**src/rtl/gps_pkg.sv**
```systemverilog
// Shared GPS NMEA definitions: character width, default sentence head, FSM encoding
// and the ASCII constants used by both the ZDA emitter and the GPZDA parser.
package gps_pkg;

    localparam int B = 8;

    localparam logic [6*B-1:0] PREFIX_DEFAULT  = "$GPZDA";
    localparam logic [2*B-1:0] CENTURY_DEFAULT = "20";

    typedef enum logic [1:0] {
        S_Idle  = 2'd0,
        S_Body  = 2'd1,
        S_Check = 2'd2,
        S_Tail  = 2'd3
    } state_t;

    // Body covers '$' through the final "00" field: indices 0..32.
    localparam logic [5:0] BODY_LAST  = 6'd32;
    localparam logic [5:0] CHECK_LAST = 6'd2;
    localparam logic [5:0] TAIL_LAST  = 6'd1;

    localparam logic [B-1:0] CHAR_DOLLAR = 8'h24;
    localparam logic [B-1:0] CHAR_COMMA  = 8'h2C;
    localparam logic [B-1:0] CHAR_DOT    = 8'h2E;
    localparam logic [B-1:0] CHAR_STAR   = 8'h2A;
    localparam logic [B-1:0] CHAR_ZERO   = 8'h30;
    localparam logic [B-1:0] CHAR_UPPER_A = 8'h41;
    localparam logic [B-1:0] CHAR_CR     = 8'h0D;
    localparam logic [B-1:0] CHAR_LF     = 8'h0A;

endpackage

```
**src/rtl/gps_hex_ascii.sv**
```systemverilog
// Combinational nibble to uppercase ASCII hex digit ('0'-'9', 'A'-'F').
module gps_hex_ascii
    import gps_pkg::*;
#(
    parameter int W = gps_pkg::B
) (
    input  logic [3:0]   i_nibble,
    output logic [W-1:0] o_ascii
);

    always_comb begin
        if (i_nibble < 4'd10) begin
            o_ascii = W'(CHAR_ZERO) + W'(i_nibble);
        end else begin
            o_ascii = W'(CHAR_UPPER_A) + W'(i_nibble) - W'(10);
        end
    end

endmodule

```
**src/rtl/gps_zda_emitter.sv**
```systemverilog
// Serialises a latched date/time as one NMEA "$GPZDA,...*CS\r\n" sentence over valid/ready.
// GPS_ZDA_CHECKSUM_EN builds the '*' + two-hex-digit checksum section; without it the body ends in CR LF.
module gps_zda_emitter
    import gps_pkg::*;
#(
    parameter int              B       = gps_pkg::B,
    parameter logic [6*B-1:0]  PREFIX  = PREFIX_DEFAULT,
    parameter logic [2*B-1:0]  CENTURY = CENTURY_DEFAULT
) (
    input  logic           clock,
    input  logic           reset,
    input  logic           start,
    input  logic [2*B-1:0] hour,
    input  logic [2*B-1:0] minute,
    input  logic [2*B-1:0] second,
    input  logic [2*B-1:0] day,
    input  logic [2*B-1:0] month,
    input  logic [2*B-1:0] year,
    output logic           busy,
    output logic           done,
    output logic [B-1:0]   tx_data,
    output logic           tx_valid,
    input  logic           tx_ready
);

    state_t         r_state;
    logic [5:0]     r_index;
    logic [B-1:0]   r_tx_data;
    logic           r_tx_valid;
    logic           r_done;
    logic [2*B-1:0] r_hour, r_minute, r_second, r_day, r_month, r_year;

    logic           w_xfer;
    logic           w_start_ok;
    logic [5:0]     w_index_inc;

    assign w_xfer      = r_tx_valid && tx_ready;
    assign w_start_ok  = (r_state == S_Idle) && start;
    assign w_index_inc = r_index + 6'd1;

`ifdef GPS_ZDA_CHECKSUM_EN
    localparam state_t AFTER_BODY = S_Check;

    logic [B-1:0] r_csum;
    logic [B-1:0] w_hex_hi;
    logic [B-1:0] w_hex_lo;

    gps_hex_ascii #(.W(B)) u_hex_hi (.i_nibble(r_csum[7:4]), .o_ascii(w_hex_hi));
    gps_hex_ascii #(.W(B)) u_hex_lo (.i_nibble(r_csum[3:0]), .o_ascii(w_hex_lo));

    // '$' (index 0) is excluded; r_csum is final before the '*' is accepted.
    always_ff @(posedge clock or posedge reset) begin
        if (reset) begin
            r_csum <= '0;
        end else if (w_start_ok) begin
            r_csum <= '0;
        end else if (w_xfer && (r_state == S_Body) && (r_index != 6'd0)) begin
            r_csum <= r_csum ^ r_tx_data;
        end
    end
`else
    localparam state_t AFTER_BODY = S_Tail;
`endif

    // Character presented at (st, idx); next-position lookup keeps tx_data registered.
    function automatic logic [B-1:0] sel_byte(input state_t st, input logic [5:0] idx);
        logic [B-1:0] c;
        c = '0;
        case (st)
            S_Body: begin
                case (idx)
                    6'd0:  c = PREFIX[6*B-1 -: B];
                    6'd1:  c = PREFIX[5*B-1 -: B];
                    6'd2:  c = PREFIX[4*B-1 -: B];
                    6'd3:  c = PREFIX[3*B-1 -: B];
                    6'd4:  c = PREFIX[2*B-1 -: B];
                    6'd5:  c = PREFIX[B-1:0];
                    6'd6, 6'd16, 6'd19, 6'd22, 6'd27, 6'd30: c = CHAR_COMMA;
                    6'd7:  c = r_hour[2*B-1 -: B];
                    6'd8:  c = r_hour[B-1:0];
                    6'd9:  c = r_minute[2*B-1 -: B];
                    6'd10: c = r_minute[B-1:0];
                    6'd11: c = r_second[2*B-1 -: B];
                    6'd12: c = r_second[B-1:0];
                    6'd13: c = CHAR_DOT;
                    6'd14, 6'd15, 6'd28, 6'd29, 6'd31, 6'd32: c = CHAR_ZERO;
                    6'd17: c = r_day[2*B-1 -: B];
                    6'd18: c = r_day[B-1:0];
                    6'd20: c = r_month[2*B-1 -: B];
                    6'd21: c = r_month[B-1:0];
                    6'd23: c = CENTURY[2*B-1 -: B];
                    6'd24: c = CENTURY[B-1:0];
                    6'd25: c = r_year[2*B-1 -: B];
                    6'd26: c = r_year[B-1:0];
                    default: c = '0;
                endcase
            end
`ifdef GPS_ZDA_CHECKSUM_EN
            S_Check: begin
                case (idx)
                    6'd0:    c = CHAR_STAR;
                    6'd1:    c = w_hex_hi;
                    default: c = w_hex_lo;
                endcase
            end
`endif
            S_Tail:  c = (idx == 6'd0) ? CHAR_CR : CHAR_LF;
            default: c = '0;
        endcase
        return c;
    endfunction

    always_ff @(posedge clock or posedge reset) begin
        if (reset) begin
            r_state    <= S_Idle;
            r_index    <= '0;
            r_tx_data  <= '0;
            r_tx_valid <= 1'b0;
            r_done     <= 1'b0;
            r_hour     <= '0;
            r_minute   <= '0;
            r_second   <= '0;
            r_day      <= '0;
            r_month    <= '0;
            r_year     <= '0;
        end else begin
            r_done <= 1'b0;
            case (r_state)
                S_Idle: begin
                    if (start) begin
                        r_hour     <= hour;
                        r_minute   <= minute;
                        r_second   <= second;
                        r_day      <= day;
                        r_month    <= month;
                        r_year     <= year;
                        r_state    <= S_Body;
                        r_index    <= '0;
                        r_tx_data  <= sel_byte(S_Body, 6'd0);
                        r_tx_valid <= 1'b1;
                    end
                end
                S_Body: begin
                    if (w_xfer) begin
                        if (r_index == BODY_LAST) begin
                            r_state   <= AFTER_BODY;
                            r_index   <= '0;
                            r_tx_data <= sel_byte(AFTER_BODY, 6'd0);
                        end else begin
                            r_index   <= w_index_inc;
                            r_tx_data <= sel_byte(S_Body, w_index_inc);
                        end
                    end
                end
`ifdef GPS_ZDA_CHECKSUM_EN
                S_Check: begin
                    if (w_xfer) begin
                        if (r_index == CHECK_LAST) begin
                            r_state   <= S_Tail;
                            r_index   <= '0;
                            r_tx_data <= sel_byte(S_Tail, 6'd0);
                        end else begin
                            r_index   <= w_index_inc;
                            r_tx_data <= sel_byte(S_Check, w_index_inc);
                        end
                    end
                end
`endif
                S_Tail: begin
                    if (w_xfer) begin
                        if (r_index == TAIL_LAST) begin
                            r_state    <= S_Idle;
                            r_index    <= '0;
                            r_tx_data  <= '0;
                            r_tx_valid <= 1'b0;
                            r_done     <= 1'b1;
                        end else begin
                            r_index   <= w_index_inc;
                            r_tx_data <= sel_byte(S_Tail, w_index_inc);
                        end
                    end
                end
                default: begin
                    r_state    <= S_Idle;
                    r_index    <= '0;
                    r_tx_data  <= '0;
                    r_tx_valid <= 1'b0;
                end
            endcase
        end
    end

    assign busy     = (r_state != S_Idle);
    assign done     = r_done;
    assign tx_data  = r_tx_data;
    assign tx_valid = r_tx_valid;

endmodule
```
**config.mk**
```make
export PLATFORM = sky130hd
export DESIGN_NAME = gps_zda_emitter
export DESIGN_NICKNAME = d
export VERILOG_FILES = /design/src/rtl/gps_pkg.sv /design/src/rtl/gps_hex_ascii.sv /design/src/rtl/gps_zda_emitter.sv
export SDC_FILE = /design/constraint.sdc
export NUM_CORES = 1
export LEC_CHECK = 0
export CORE_AREA = 4 4 115 117
export DETAILED_ROUTE_END_ITERATION = 7
export DIE_AREA = 0 0 119 121
export GPL_TIMING_DRIVEN = 0
export PLACE_DENSITY = 0.76
export SKIP_LAST_GASP = 1
export SYNTH_ARGS = -nofsm -noshare
export SYNTH_HDL_FRONTEND = slang
export SYNTH_SLANG_ARGS = --single-unit
```
**constraint.sdc**
```tcl
create_clock -name clock -period 3.7 [get_ports clock]
set_input_delay 0.37 -clock clock [delete_from_list [all_inputs] [get_ports clock]]
set_output_delay 0.37 -clock clock [all_outputs]
set_load 0.03 [all_outputs]
```
==> metrics.md <==
| Metric | Value |
|---|---|
| IO Pins | 111 |
| GRT Overall Usage | 25.1% |
| Worst-margin pin slew | 1330 ps |
| Initial antenna violation count | 0 |
| Unique cell type count in the Yosys netlist | 77 |
| CTS Root Cell | clkbuf_16 |
| Main combinational cell family by area after synthesis | multiplexers |
| TritonCTS clock tree | done |
| Synthesized area per cell | 11.4 um2 |
| Worst Path Buf+Inv | 3 |
| Seq/Total Area, Yosys | a little under half |
| Lkg Pwr | 3.30 nW |
| Critical path origin | r_index[0] |
| Worst Path Max Fanout | 10 |
| CP required | 3970 ps |
| Crit-path max cell delay | a little over 500 ps |
| MaxCap Viol Count | 0 |
| Most used cell, CP | a211oi_1 |
| Tmin final | 3470 ps |
| Achievable Freq | about 290 MHz |
| First-pass GRT wire length | 28.1 mm |
| Area Growth Syn to Fin | 32.7% |
| ANT nets after route | 0 |
| Status | completed |
| H-tree depth | 4 |
| First DRT Iteration DRCs | between 500 and 600 |
| Final setup fails | 0 |
| Grt ovf | 0 |
| Post-synthesis xor/xnor area fraction | less than 1% |
| Endpoint class of the critical path | flip-flop |
| Syn nets | roughly 630 |
| WL/cell | 21.7 um |
| Worst-path clk slew | around 60 ps |
| DRT Wirelength | between 15 and 20 mm |
| Clock skew | 8.38 ps |
| WP data arrival | 3740 ps |
| DR pass1 iterations | 5 |
| CTS max path bufs | 2 |
| Ys Warns | 0 |
| RD Place Congestion | between 0.9 and 1 |
| Synth Area in Compound Gates | between 10% and 20% |
| Crit-path slowest cell | o31ai_2 |
| Ys flop type | dfrtp_1 |
| Unrepaired setup endpoints after global routing | no |
| Pin count of the biggest net entering global routing | 69 |
| Initial core utilization | 48.3% |
| Die Y | 121 um |
| # nets final | 762 |
| Core area | 12,400 um2 |
| Via count | between 5,000 and 6,000 |
| Die area | 14,400 um2 |
| Number of global-route vias before repair | 5,273 |
| Total clock sinks | approximately 110 |
| Pwr Density | 715 nW/um2 |
| Multiplexer area fraction after synthesis | 18.4% |
| Synth Area in Simple Gates | 10.3% |
| Via/cell ratio | roughly 6.1 |
| Drc violations | 0 |
| Die width | ~120 um |
| Worst reg2reg path startpoint | r_index[0] |
| Clk_lat worst skew | around 410 ps |
| FF+latch count, synth | roughly 110 |
| Most frequent cells in the layout | 114 x dfrtp_1, 110 x clkdlybuf4s50_1, 96 x mux2_2 |
| Peak supply drop | 0.355 mV |
| Post-Synth Adder-Cell Area | 1.47% |
| Min-delay worst type | in -> async |
| Commonest non-fill, non-tap cell in the layout | dfrtp_1 |
| Fraction of layout cells with a size suffix above 1 | 24.6% |
| Port Buffer Count | 110 |
| Slew Viols, Final | 0 |
| Post-synth EDFFs | 0 |
| Setup TNS | 0 ps |
| Final hold vios | 0 |
| Cell count after synthesis | 525 |
| Hold WS | 500 ps |
| CTS Buf Count | 17 |
| Crit Path Class | reg -> reg |
| Cell Chain, Critical Path | buf_2 > inv_1 > ha_1 > clkbuf_1 > a21oi_1 > a211oi_1 > a2111oi_1 > a211oi_1 > nand4bb_1 > o31ai_2 > o21ai_1 |
| Site row count | slightly above 40 |
| Antenna cells | 0 |
| Asr flop ratio synth | 100% |
| Detailed placer's ending HPWL | between 10 and 15 mm |
| Mapped Area | 5980 um2 |
| Worst setup SP type | flip-flop |
| Post-route clock period utilization | between 90% and 100% |
| Rel. slew slack | between 10% and 20% |
| Largest delay contributor family on the critical path | compound AO/OA/AOI/OAI gates |
[metal layers]
| layer | share of wire (%) | vias to the layer above | GRT usage (%) |
|---|---|---|---|
| li1 | - | 2257 | - |
| met1 | 40 | 2574 | 32.1 |
| met2 | 50 | 247 | 42.5 |
| met3 | 7.3 | 47 | 5.13 |
| met4 | 3.1 | 0 | 9.12 |
| met5 | 0 | - | 0 |
[worst register-to-register path: stages, from the launching register on]
cell	delay, ps
dfrtp_1	440
buf_2	270
inv_1	120
ha_1	210
clkbuf_1	290
a21oi_1	260
a211oi_1	80
a2111oi_1	490
a211oi_1	210
nand4bb_1	310
o31ai_2	510
o21ai_1	130
[metrics by stage]
stage	setup slack, ps	utilization (%)	power (mW)	cell area [um2]	std cells
global placement	-1170	59.0	3.90	7290	807
global route	63.5	64.1	5.92	7930	839
floorplan	314	-	3.19	5980	525
finish	231	64.1	5.67	7930	839
CTS	200	64.1	5.64	7930	839
detailed placement	242	59.2	3.95	7320	808
[final timing paths]
path | endpoint | slack, ps | cells past startpoint
setup reg to reg | tx_data[1] | 230 | 11
hold reg to reg | r_day[0] | 510 | 1
max in group asynchronous | tx_valid | 2450 | 3
setup / recovery | tx_data[1] | 230 | 11
hold / removal | r_second[14] | 500 | 2
min in group clock | r_day[0] | 510 | 1
[logic make-up (layout without fill, tap and decap cells)]
group / count (synthesis) / after routing
DFF: 114 / 114
muxes: 98 / 98
adders and majority gates: 7 / 7
xor gates and xnor gates: 1 / 1
and+or+nand+nor: 111 / 111
AOI/OAI and AO/OA: 148 / 148
buffers and inverters: 46 / 188
[power by group]
part / switching, mW / internal [mW]
clock: 0.617 / 1.06
sequential: 0.238 / 1.61
combinational: 1.26 / 0.883
total: 2.11 / 3.56
[timing repair]
item	in CTS	in global routing
resized for setup	0	1
hold endpoints to repair	0	0
hold buffers	0	0
setup endpoints to repair	0	3
setup buffers	0	0
[Yosys cell counts (3+ instances only)]
master / instances / area, um2
dfrtp_1: 114 / 2850
mux2_2: 96 / 1080
nand2_1: 31 / 116
clkbuf_1: 22 / 82.6
o21ai_0: 22 / 110
a21oi_1: 21 / 105
nor2_1: 18 / 67.6
a22oi_1: 16 / 120
nand3_1: 14 / 70.1
inv_1: 10 / 37.5
buf_2: 8 / 40.0
and3_1: 7 / 43.8
ha_1: 7 / 87.6
o21ai_1: 7 / 35.0
nand2b_1: 6 / 37.5
a221oi_1: 5 / 43.8
a22o_1: 5 / 43.8
a31oi_1: 5 / 31.3
a32o_1: 5 / 50.1
a2111oi_0: 4 / 35.0
a21bo_2: 4 / 40.0
a222oi_1: 4 / 40.0
a32oi_1: 4 / 35.0
nor3_1: 4 / 20.0
o22ai_1: 4 / 25.0
o31ai_1: 4 / 30.0
a211oi_1: 3 / 22.5
a21boi_0: 3 / 22.5
and2_1: 3 / 18.8
buf_6: 3 / 33.8
nor2b_1: 3 / 18.8
o211ai_1: 3 / 22.5
o311a_1: 3 / 30.0
[final cells by class]
type	count	area (um2)
multi-input combinational	365	2910
clock inverter	14	181
clock buffer	17	425
inverter	10	40.0
buffer	36	176
fill	971	4430
tap	172	215
timing repair buffer	111	1130
sequential	114	2850
[registers in the layout, indices dropped and copies added (netlist names)]
| name | cells |
|---|---|
| tx_data | 8 |
| tx_valid | 1 |
| done | 1 |
| r_year | 16 |
| r_hour | 16 |
| r_index | 6 |
| r_state | 2 |
| r_day | 16 |
| r_minute | 16 |
| r_month | 16 |
| r_second | 16 |
No activity file was read; power rests on OpenSTA's default activity.
